File: config.mk
export PLATFORM = sky130hd
export DESIGN_NAME = regfile_wb_arbiter
export DESIGN_NICKNAME = d
export VERILOG_FILES = /design/src/rtl/regfile_wb_arbiter.sv
export SDC_FILE = /design/constraint.sdc
export NUM_CORES = 1
export LEC_CHECK = 0
export BUFFER_PORTS_ARGS = -buffer_cell sky130_fd_sc_hd__buf_4
export CORE_AREA = 3 3 200 202
export DETAILED_ROUTE_END_ITERATION = 10
export DIE_AREA = 0 0 203 205
export HOLD_SLACK_MARGIN = 0.03
export PLACE_DENSITY = 0.76
export SLEW_MARGIN = 20
export SYNTH_ARGS = -nofsm -noshare
export SYNTH_HDL_FRONTEND = slang
export SYNTH_SLANG_ARGS = --single-unit
File: constraint.sdc
create_clock -name clk -period 4.7 [get_ports clk]
set_clock_uncertainty 0.15 [all_clocks]
set_input_delay 0.94 -clock clk [delete_from_list [all_inputs] [get_ports clk]]
set_output_delay 0.94 -clock clk [all_outputs]
set_load 0.005 [all_outputs]
File: src/rtl/regfile_wb_arbiter.sv
// Writeback arbiter: per-source result FIFOs feeding NUM_WB_PORTS register-file write
// ports and one NZCV write port, granted round-robin with at most one flag write per cycle.
package reg_pkg;
    localparam int WORD_SIZE     = 32;
    localparam int NUM_PHYS_REGS = 64;
    localparam int IDX_W         = $clog2(NUM_PHYS_REGS);

    typedef struct packed {
        logic             en;
        logic [IDX_W-1:0] index_in;
        logic [WORD_SIZE-1:0] data_in;
    } RegFileWritePort;

    typedef struct packed {
        logic             valid;
        logic [IDX_W-1:0] index_in;
        logic [3:0]       nzcv;
    } NZCVWritePort;
endpackage

module regfile_wb_arbiter #(
    parameter int WORD_SIZE     = reg_pkg::WORD_SIZE,
    parameter int NUM_PHYS_REGS = reg_pkg::NUM_PHYS_REGS,
    parameter int NUM_SRCS      = 4,
    parameter int NUM_WB_PORTS  = 2,
    parameter int FIFO_DEPTH    = 2
) (
    input  logic                                            clk,
    input  logic                                            rst_n,
    input  logic [NUM_SRCS-1:0]                             src_valid,
    output logic [NUM_SRCS-1:0]                             src_ready,
    input  logic [NUM_SRCS-1:0][$clog2(NUM_PHYS_REGS)-1:0]  src_index,
    input  logic [NUM_SRCS-1:0][WORD_SIZE-1:0]              src_data,
    input  logic [NUM_SRCS-1:0]                             src_nzcv_valid,
    input  logic [NUM_SRCS-1:0][$clog2(NUM_PHYS_REGS)-1:0]  src_nzcv_index,
    input  logic [NUM_SRCS-1:0][3:0]                        src_nzcv,
    output reg_pkg::RegFileWritePort [NUM_WB_PORTS-1:0]     write_ports,
    output reg_pkg::NZCVWritePort                           nzcv_write_port
);
    localparam int IDX_W = $clog2(NUM_PHYS_REGS);
    localparam int PTR_W = $clog2(FIFO_DEPTH);
    localparam int CNT_W = PTR_W + 1;
    localparam int SRC_W = (NUM_SRCS > 1) ? $clog2(NUM_SRCS) : 1;
    localparam int NP_W  = $clog2(NUM_WB_PORTS + 1);

    typedef struct packed {
        logic [IDX_W-1:0]     index;
        logic [WORD_SIZE-1:0] data;
        logic                 nzcv_valid;
        logic [IDX_W-1:0]     nzcv_index;
        logic [3:0]           nzcv;
    } entry_t;

    entry_t                  head [NUM_SRCS];
    logic [NUM_SRCS-1:0]     not_empty;
    logic [NUM_SRCS-1:0]     grant;
    logic [SRC_W-1:0]        rr_ptr_reg;
    logic [SRC_W-1:0]        rr_ptr_next;
    logic [NUM_WB_PORTS-1:0] slot_vld;
    logic [SRC_W-1:0]        slot_src [NUM_WB_PORTS];
    logic                    nzcv_taken;
    logic [SRC_W-1:0]        nzcv_src;
    logic                    dup_idx;

    reg_pkg::RegFileWritePort [NUM_WB_PORTS-1:0] write_ports_reg;
    reg_pkg::NZCVWritePort                       nzcv_reg;

    genvar gi;
    generate
        for (gi = 0; gi < NUM_SRCS; gi++) begin : g_src
            entry_t           mem_reg [FIFO_DEPTH];
            logic [PTR_W-1:0] wr_ptr_reg;
            logic [PTR_W-1:0] rd_ptr_reg;
            logic [CNT_W-1:0] count_reg;
            logic [CNT_W-1:0] count_next;
            logic             ready_reg;
            logic             push;
            logic             pop;

            assign push       = src_valid[gi] & ready_reg;
            assign pop        = grant[gi];
            assign count_next = count_reg + CNT_W'(push) - CNT_W'(pop);

            always_ff @(posedge clk) begin
                if (push) begin
                    mem_reg[wr_ptr_reg] <= {src_index[gi], src_data[gi], src_nzcv_valid[gi],
                                            src_nzcv_index[gi], src_nzcv[gi]};
                end
            end

            // Ready is registered from next-state occupancy so it never depends on src_valid.
            always_ff @(posedge clk or negedge rst_n) begin
                if (!rst_n) begin
                    wr_ptr_reg <= '0;
                    rd_ptr_reg <= '0;
                    count_reg  <= '0;
                    ready_reg  <= 1'b0;
                end else begin
                    if (push) wr_ptr_reg <= wr_ptr_reg + PTR_W'(1);
                    if (pop)  rd_ptr_reg <= rd_ptr_reg + PTR_W'(1);
                    count_reg <= count_next;
                    ready_reg <= (count_next < CNT_W'(FIFO_DEPTH));
                end
            end

            assign head[gi]      = mem_reg[rd_ptr_reg];
            assign not_empty[gi] = (count_reg != '0);
            assign src_ready[gi] = ready_reg;
        end
    endgenerate

    // Round-robin scan; a second flag-writing head in the same cycle is skipped, not blocking.
    always_comb begin
        logic [SRC_W-1:0] s;
        logic [NP_W-1:0]  n;
        grant       = '0;
        slot_vld    = '0;
        nzcv_taken  = 1'b0;
        nzcv_src    = '0;
        rr_ptr_next = rr_ptr_reg;
        s           = '0;
        n           = '0;
        for (int k = 0; k < NUM_WB_PORTS; k++) slot_src[k] = '0;
        for (int off = 0; off < NUM_SRCS; off++) begin
            s = SRC_W'((int'(rr_ptr_reg) + off) % NUM_SRCS);
            if (not_empty[s] && (n < NP_W'(NUM_WB_PORTS)) && !(head[s].nzcv_valid && nzcv_taken)) begin
                grant[s] = 1'b1;
                for (int k = 0; k < NUM_WB_PORTS; k++) begin
                    if (n == NP_W'(k)) begin
                        slot_vld[k] = 1'b1;
                        slot_src[k] = s;
                    end
                end
                if (head[s].nzcv_valid) begin
                    nzcv_taken = 1'b1;
                    nzcv_src   = s;
                end
                n           = n + NP_W'(1);
                rr_ptr_next = (s == SRC_W'(NUM_SRCS - 1)) ? '0 : s + SRC_W'(1);
            end
        end
    end

    always_ff @(posedge clk or negedge rst_n) begin
        if (!rst_n) begin
            rr_ptr_reg      <= '0;
            write_ports_reg <= '0;
            nzcv_reg        <= '0;
        end else begin
            rr_ptr_reg <= rr_ptr_next;
            for (int k = 0; k < NUM_WB_PORTS; k++) begin
                write_ports_reg[k] <= slot_vld[k] ?
                    {1'b1, head[slot_src[k]].index, head[slot_src[k]].data} : '0;
            end
            nzcv_reg <= nzcv_taken ?
                {1'b1, head[nzcv_src].nzcv_index, head[nzcv_src].nzcv} : '0;
        end
    end

    assign write_ports     = write_ports_reg;
    assign nzcv_write_port = nzcv_reg;

    // Two writes to one physical register in a cycle means rename handed out a duplicate.
    always_comb begin
        dup_idx = 1'b0;
        for (int a = 0; a < NUM_WB_PORTS; a++) begin
            for (int b = a + 1; b < NUM_WB_PORTS; b++) begin
                if (write_ports_reg[a].en && write_ports_reg[b].en &&
                    (write_ports_reg[a].index_in == write_ports_reg[b].index_in)) begin
                    dup_idx = 1'b1;
                end
            end
        end
    end

    assert property (@(posedge clk) disable iff (!rst_n) !dup_idx);

endmodule

==> results.json <==
{
  "ant_nets": 0,
  "critPathLaunchType": "flip-flop",
  "synth_xor_area_frac": 0.00712,
  "fill_cells": 2646,
  "synth_seq_cells": 503,
  "initial_core_util": 0.544,
  "clkTransAtPathRegs_ns": 0.06,
  "timing.final.crit_share": 0.940,
  "synth.top_cells.by_area": "edfxtp_1 56%, dfrtp_1 13%, mux2_2 9.4%",
  "cp.arrival_ns": 4.68,
  "seq_area_sq_um": 14600,
  "synthArstFlopShare": 0.221,
  "fmax_ghz": 0.226,
  "r2r_slack_ns": 0.28,
  "synthMuxAreaShare": 0.177,
  "synth_compound_area_frac": 0.0604,
  "gp_congestion": 0.870,
  "largest_reg_flops": 392,
  "drv_cap": 0,
  "cts.sinks": 503,
  "period_needed_ns": 4.42,
  "antenna_found_initial": 6,
  "numPortBuffers": 294,
  "cts_tree": "built",
  "vias": 12649,
  "post_cts_buffers": 0,
  "cts_resized": 0,
  "synth_fa_ha_area_frac": 0.0102,
  "clk-insertion-delay-late_ns": 0.59,
  "synth_area_sq_um": 20900,
  "multiInputGateArea_sq_um": 6010,
  "setup_viol": 0,
  "cp.required_ns": 4.96,
  "die_h_um": 205,
  "relSlewSlack": 0.258,
  "grt-ovfl-total": 0,
  "root_buffer": "clkbuf_16",
  "critPathKind": "reg2reg",
  "synth_top_cell_by_area": "edfxtp_1",
  "syn_inst": 1272,
  "cts_made_buffers": 50,
  "vias_per_cell": 5.88,
  "synth_seq_area_share": 0.696,
  "rows": 72,
  "yosysMostFrequentCell": "edfxtp_1",
  "dieArea_sq_um": 41600,
  "grt_usage": 0.259,
  "r2r_cells": 12,
  "hold_viol": 0,
  "dp.cells": 2052,
  "hold_class": "in2async",
  "area_growth_pct": 22.5,
  "drive_above_1_share": 0.387,
  "synthDistinctLibCells": 64,
  "dr.pass1.iters": 5,
  "synth_edf_count": 392,
  "post-dp-hpwl_mm": 33.9,
  "yosysWarnings": 0,
  "initialDrtViolationCount": 1179,
  "rsz0062_at_grt": "no",
  "syn-num-nets": 1491,
  "slew_violations": 0,
  "die_w_um": 203,
  "end_kind": "flip-flop",
  "dp_slack_ns": 0.285,
  "status": "finished, final reports clean",
  "worstReg2RegEnd": "write_ports[40]",
  "ios": 295,
  "yosys.area_share.simple": 0.0278,
  "rr_startpoint": "g_src[2].rd_ptr_reg",
  "grt_first_pass_wirelength_mm": 79.9,
  "coreArea_sq_um": 38500,
  "grt_pass1_vias": 13149,
  "worstPathMaxFanout": 38,
  "avgSynthCellArea_sq_um": 16.4,
  "cts.path.max_buffers": 3,
  "tightest_slew_ns": 1.11,
  "fin_tns_setup_ns": 0,
  "h-tree-depth": 2,
  "synth_top_area_share": 0.563,
  "post_drt_wl_per_cell_um": 25.2,
  "synth_top_family_by_area": "multiplexers",
  "synthFlopType": "edfxtp_1",
  "cts_hold_buf": 0,
  "wl_mm": 54.1,
  "synth_top_cells_by_count": "392 x edfxtp_1, 175 x mux2_2, 151 x mux2i_1",
  "worst_slack_ns": 0.284,
  "grt_max_degree": 65,
  "final_cells": 2151,
  "drc": 0,
  "nets": 1806
}
layout make-up:
| type | instances | area share |
|---|---|---|
| well taps | 518 | 0.0253 |
| flip-flops and latches | 503 | 0.568 |
| clock inverters | 11 | 0.00410 |
| inverters | 16 | 0.00234 |
| diodes | 4 | 0.000391 |
| repair buffers | 341 | 0.105 |
| clock buffers | 83 | 0.0604 |
| multi-input cells | 675 | 0.235 |
metrics by stage:
| step | cell area, sq um | hold slack [ns] | utilization |
|---|---|---|---|
| floorplan | 20900 | 0.311 | - |
| global placement | 23900 | 0.370 | 0.623 |
| detailed placement | 23900 | 0.371 | 0.623 |
| CTS | 25600 | 0.250 | 0.666 |
| global route | 25600 | 0.293 | 0.666 |
| finish | 25600 | 0.245 | 0.666 |
layer usage:
| metal | vias up | part of all wire | global-route usage |
|---|---|---|---|
| li1 | 5559 | - | - |
| met1 | 6459 | 0.40 | 0.342 |
| met2 | 519 | 0.50 | 0.435 |
| met3 | 108 | 0.067 | 0.0416 |
| met4 | 4 | 0.031 | 0.100 |
| met5 | - | 0.00054 | 0 |
how the worst max path moves through the flow:
stage                       endpoint  slack, ns                 from  depth (start not counted)
3_3_place_gp         write_ports[65]       0.45  g_src[2].rd_ptr_reg                         12
4_1_cts              write_ports[40]       0.29  g_src[2].rd_ptr_reg                         12
3_5_place_dp         write_ports[40]       0.28  g_src[2].rd_ptr_reg                         12
6_report             write_ports[40]       0.28  g_src[2].rd_ptr_reg                         12
2_1_floorplan  g_src[1].count_reg[1]       0.40        rr_ptr_reg[0]                         20
5_1_grt              write_ports[70]       0.08        rr_ptr_reg[0]                         13
critical path, stage by stage, from the launching register on:
cell and delay (ns):
dfrtp_4 0.49, mux2_1 0.35, mux4_2 0.53, a31oi_4 0.17, inv_1 0.09, ha_1 0.23, mux2_2 0.27, o21ai_1 0.17
a211o_1 0.30, a211oi_1 0.11, o21bai_1 0.20, a21bo_2 0.92, o22ai_1 0.25
cell usage in the layout, fill, tap and decap left out, drive strengths merged, types with 2 or more instances in the layout:
cell and count:
a211o 3, a211oi 5, a21o 2, a21oi 8, a221oi 2, a222oi 4
a22o 2, a31oi 2, and2 2, and3 5, buf 341, clkbuf 83
clkinv 8, clkinvlp 2, dfrtp 111, diode 4, edfxtp 392, ha 17
inv 16, mux2 180, mux2i 151, mux4 7, nand2 22, nor2 99
nor3 6, o21a 2, o21ai 16, o21bai 10, o221ai 3, o22ai 49
o31ai 2, o32ai 40, or2 2, xnor2 9, xor2 8
kinds of logic (layout without fill, tap and decap cells):
kind of cell | count (synthesis) | in the layout
AOI/OAI and AO/OA | 161 | 161
and+or+nand+nor | 142 | 142
muxes | 338 | 338
adders and majority gates | 17 | 17
other | 0 | 4
buffers and inverters | 94 | 451
DFF | 503 | 503
xor gates and xnor gates | 17 | 17
Power is left out: the tool's default activity adds up to more than one toggle a clock period on the data nets, which glitch-free logic cannot reach.
